## src/rtl/io_port_unit.sv

```systemverilog
// I/O stage for the multicycle control unit: output FIFO toward a device, one-word input
// hold register, and a combinational stall for the control unit's in/out states.
module io_port_unit #(
    parameter int unsigned DATA_W    = 16,
    parameter int unsigned OUT_DEPTH = 4
) (
    input  logic                           CLK,
    input  logic                           Reset,
    input  logic                           OutputWrite,
    input  logic                           InputRead,
    input  logic [DATA_W-1:0]              OutData,
    output logic [DATA_W-1:0]              InData,
    output logic                           IoStall,
    output logic [$clog2(OUT_DEPTH):0]     OutCount,
    output logic [DATA_W-1:0]              DevOutData,
    output logic                           DevOutValid,
    input  logic                           DevOutReady,
    input  logic [DATA_W-1:0]              DevInData,
    input  logic                           DevInValid,
    output logic                           DevInReady
);

    localparam int unsigned PTR_W = $clog2(OUT_DEPTH);
    localparam int unsigned CNT_W = PTR_W + 1;

    typedef enum logic {
        IN_EMPTY = 1'b0,
        IN_FULL  = 1'b1
    } in_state_t;

    logic [DATA_W-1:0] r_mem [OUT_DEPTH];
    logic [PTR_W-1:0]  r_wr_ptr;
    logic [PTR_W-1:0]  r_rd_ptr;
    logic [CNT_W-1:0]  r_count;
    logic [DATA_W-1:0] r_hold;
    in_state_t         r_in_state;
    in_state_t         w_in_next;
    logic              w_capture;
    logic              w_full;
    logic              w_empty;
    logic              w_push;
    logic              w_pop;
    logic              w_in_empty;

    // Full/empty come from the registered count, so a same-cycle pop never frees a stalled push
    assign w_full  = (r_count == CNT_W'(OUT_DEPTH));
    assign w_empty = (r_count == '0);
    assign w_push  = OutputWrite & ~w_full;
    assign w_pop   = ~w_empty & DevOutReady;

    always_ff @(posedge CLK or posedge Reset) begin
        if (Reset) begin
            r_wr_ptr <= '0;
            r_rd_ptr <= '0;
            r_count  <= '0;
        end else begin
            if (w_push) r_wr_ptr <= r_wr_ptr + PTR_W'(1);
            if (w_pop)  r_rd_ptr <= r_rd_ptr + PTR_W'(1);
            case ({w_push, w_pop})
                2'b10:   r_count <= r_count + CNT_W'(1);
                2'b01:   r_count <= r_count - CNT_W'(1);
                default: r_count <= r_count;
            endcase
        end
    end

    // Storage needs no reset; the head is masked while the FIFO is empty
    always_ff @(posedge CLK) begin
        if (w_push) r_mem[r_wr_ptr] <= OutData;
    end

    always_ff @(posedge CLK or posedge Reset) begin
        if (Reset) begin
            r_in_state <= IN_EMPTY;
            r_hold     <= '0;
        end else begin
            r_in_state <= w_in_next;
            if (w_capture) r_hold <= DevInData;
        end
    end

    // Input FSM: a consume in IN_FULL returns to IN_EMPTY without capturing that cycle
    always_comb begin
        w_in_next = r_in_state;
        w_capture = 1'b0;
        case (r_in_state)
            IN_EMPTY: begin
                if (DevInValid) begin
                    w_in_next = IN_FULL;
                    w_capture = 1'b1;
                end
            end
            IN_FULL: begin
                if (InputRead) w_in_next = IN_EMPTY;
            end
            default: w_in_next = IN_EMPTY;
        endcase
    end

    assign w_in_empty  = (r_in_state == IN_EMPTY);
    assign InData      = r_hold;
    assign IoStall     = (OutputWrite & w_full) | (InputRead & w_in_empty);
    assign DevInReady  = w_in_empty & ~Reset;
    assign DevOutValid = ~w_empty;
    assign DevOutData  = w_empty ? '0 : r_mem[r_rd_ptr];
    assign OutCount    = r_count;

endmodule

```

## config.mk

```make
export PLATFORM = sky130hd
export DESIGN_NAME = io_port_unit
export DESIGN_NICKNAME = d
export VERILOG_FILES = /design/src/rtl/io_port_unit.sv
export SDC_FILE = /design/constraint.sdc
export NUM_CORES = 1
export LEC_CHECK = 0
export ABC_AREA = 1
export BUFFER_PORTS_ARGS = -buffer_cell sky130_fd_sc_hd__buf_2
export CORE_UTILIZATION = 55
export CTS_CLUSTER_DIAMETER = 120
export DETAILED_ROUTE_END_ITERATION = 10
export GPL_ROUTABILITY_DRIVEN = 0
export PLACE_DENSITY = 0.88
export SETUP_SLACK_MARGIN = 0.1
export SKIP_LAST_GASP = 1
export SLEW_MARGIN = 20
export SYNTH_ARGS = -nofsm -noshare
export SYNTH_HDL_FRONTEND = slang
export SYNTH_SLANG_ARGS = --single-unit
```

## constraint.sdc

```tcl
create_clock -name CLK -period 2.9 [get_ports CLK]
set_clock_uncertainty 0.2 [all_clocks]
set_input_delay 0 -clock CLK [delete_from_list [all_inputs] [get_ports CLK]]
set_output_delay 0 -clock CLK [all_outputs]
set_load 0.05 [all_outputs]
```

==> results.json <==
{
  "status": "completed",
  "clk_path_buf_depth": 2,
  "crit_required_ps": 2700,
  "grtUsageTotal_pct": 25.1,
  "vias": 2989,
  "synthArstFlopShare_pct": 27.3,
  "path_cells": "inv_4 -> nand2_1 -> nand3_1 -> a21oi_1 -> buf_2",
  "antenna_cells": 0,
  "fin_crit_sh_pct": 79.1,
  "numPortBuffers": 75,
  "synth_fp_nets": 430,
  "fin_util_pct": 73.7,
  "power.net_switching_mw": 2.43,
  "wl_per_cell_um": 14.1,
  "core_area_um2": 6790,
  "startpoint_type": "flop",
  "antenna_found_initial": 0,
  "synth_top_flop_cell": "edfxtp_1",
  "cp_num_buf_inv": 2,
  "dp_slack_ps": 743,
  "pin_count": 76,
  "power_frac_seq_pct": 36.0,
  "row_count": 30,
  "dr.pass1.iters": 5,
  "gr-total-overflow": 0,
  "peakVddDrop_mv": 0.588,
  "clkLatencyLatePin_ps": 350,
  "slowest_stage": "dfrtp_1",
  "cts-buffers-inserted": 9,
  "finalNetCount": 558,
  "hold_viol": 0,
  "max_stage_delay_ps": 730,
  "fill_cells": 428,
  "avgSynthCellArea_um2": 10.0,
  "initial_utilization_pct": 57.1,
  "powerDensity_nw_per_um2": 1010,
  "crit_family": "flip-flops",
  "drv_slew": 0,
  "power_mw": 5.08,
  "max_freq_mhz": 436,
  "netlist_top_cells_count": "111 x nand2_1, 79 x inv_1, 64 x edfxtp_1, 53 x nand3_1, 24 x dfrtp_1",
  "drc": 0,
  "synth_area_um2": 3880,
  "yosys.area.top_type": "edfxtp_1",
  "die_x_um": 86.0,
  "drive_gt1_share_pct": 19.5,
  "grt_max_degree": 34,
  "cts.sinks": 88,
  "ant_nets": 0,
  "dpl.hpwl_um": 4650,
  "internal_power_mw": 2.64,
  "synth_edf_count": 64,
  "syn_inst": 386,
  "ys_seq_elements": 88,
  "p_leak_nw": 2.41,
  "min_path_type": "primary input to flop",
  "dieHeight_um": 86.0,
  "path_clk_slew_ps": 80,
  "layout_setup_ws_ps": 607,
  "fin_crit_ps": 2290,
  "arrival_ps": 2090,
  "slew_headroom_pct": 41.0,
  "vias_per_cell": 4.87,
  "yosysMostFrequentCell": "nand2_1",
  "tritoncts": "built",
  "cp_max_fo": 33,
  "synth_cell_types": 19,
  "wl_um": 8670,
  "htreeDepth": 3,
  "finalSetupViolations": 0,
  "cap_violations": 0,
  "first_iter_violations": 207,
  "netSwitchingFraction_pct": 47.9,
  "post_cts_buffers": 0,
  "pwr-share-comb_pct": 47.8,
  "tightest_slew_ps": 885,
  "root_buffer": "clkbuf_8",
  "rsz0062_at_grt": "false",
  "synthToLayoutAreaGrowth_pct": 29.1,
  "synth_top_cell_area_share_pct": 49.6,
  "path_class": "flop to output port",
  "ys_seq_area_share_pct": 65.1,
  "die_area_um2": 7390,
  "ys_warn_count": 0,
  "yosys-top-cells-area": "edfxtp_1 50%, dfrtp_1 15%, nand2_1 11%, inv_1 7.6%, nand3_1 6.8%",
  "grt_pass1_vias": 2923,
  "worst_setup_path_end_kind": "output port",
  "finalSetupTns_ps": 0,
  "grt_pass1_wl_um": 13700,
  "p_clk_share_pct": 16.2
}
==> layout by cell type, fill, tap and decap left out, types with 2 or more instances in the layout <==
| cell type | instances |
|---|---|
| nand2_1 | 111 |
| inv_1 | 79 |
| buf_2 | 75 |
| edfxtp_1 | 64 |
| nand3_1 | 53 |
| dlygate4sd3_1 | 52 |
| dfrtp_1 | 24 |
| a21oi_1 | 16 |
| clkbuf_8 | 9 |
| nor2_1 | 5 |
| ha_1 | 5 |
| buf_4 | 5 |
| o21ai_0 | 4 |
| inv_2 | 3 |
| xnor2_1 | 2 |
==> registers in the layout (all words and copies together), names as in the netlist <==
| register | cells |
|---|---|
| r_mem | 64 |
| InData | 16 |
| OutCount | 3 |
| r_rd_ptr | 2 |
| r_wr_ptr | 2 |
| r_in_state | 1 |
==> metrics by stage <==
stage / area (µm²) / cells / hold WS, ps
2_1_floorplan: 3880 / 386 / -185
3_3_place_gp: 4290 / 547 / 11.0
3_5_place_dp: 4290 / 547 / 15.5
4_1_cts: 5010 / 614 / 79.8
5_1_grt: 5010 / 614 / 135
6_report: 5010 / 614 / 121
==> cells by family (layout without fill, tap and decap cells) <==
kind of cell,count (synthesis),in the layout,synth area share (%)
compound gates,20,20,2.58
buf+inv,98,230,11.1
fa+ha+maj,6,6,2.13
xor+xnor,2,2,0.452
simple gates,172,172,18.7
flops,88,88,65.1
==> tightest hold or removal path, stage by stage <==
cell	delay, ps
buf_2	210
nand2_2	290
nand2_1	80
nand2_1	50
==> routing by layer <==
| layer | track usage (%) | part of all wire, % | wire length, µm | up-vias |
|---|---|---|---|---|
| met5 | 0 | 0 | 0 | - |
| met4 | 10.2 | 1.8 | 155 | 0 |
| met3 | 6.06 | 7.3 | 630 | 16 |
| met2 | 45.4 | 53 | 4620 | 124 |
| met1 | 28.6 | 38 | 3270 | 1384 |
| li1 | - | - | - | 1465 |
==> area by class of cell <==
class,instances,area [µm²],area share (%)
sequential,88,2520,50.4
timing repair buffer,132,933,18.6
multi-input combinational,200,923,18.4
inverter,83,314,6.27
clock buffer,9,124,2.47
tap,96,120,2.40
clock inverter,6,68.8,1.37
==> power groups by stage <==
stage	Clock (mW)	Sequential, mW	Combinational (mW)
2_1_floorplan	0	1.99	1.72
3_3_place_gp	0	1.83	2.28
3_5_place_dp	0	1.84	2.35
4_1_cts	0.827	1.82	2.42
5_1_grt	0.875	1.86	2.61
6_report	0.822	1.83	2.43
==> final timing paths <==
kind,startpoint,endpoint,slack [ps],cells past startpoint
max reg2reg,OutCount[0],OutCount[2],710,10
max,r_rd_ptr[0],DevOutData[8],610,5
min,DevInValid,InData[12],120,4
min reg2reg,InData[6],InData[6],300,2
min in group asynchronous,Reset,InData[5],190,3
max in group asynchronous,Reset,r_rd_ptr[0],1760,3
==> timing repair <==
action	in CTS	in global routing
endpoints found under the hold margin	109	0
resized for setup	0	0
hold buffers	52	0
(Power assumes the default switching activity.)
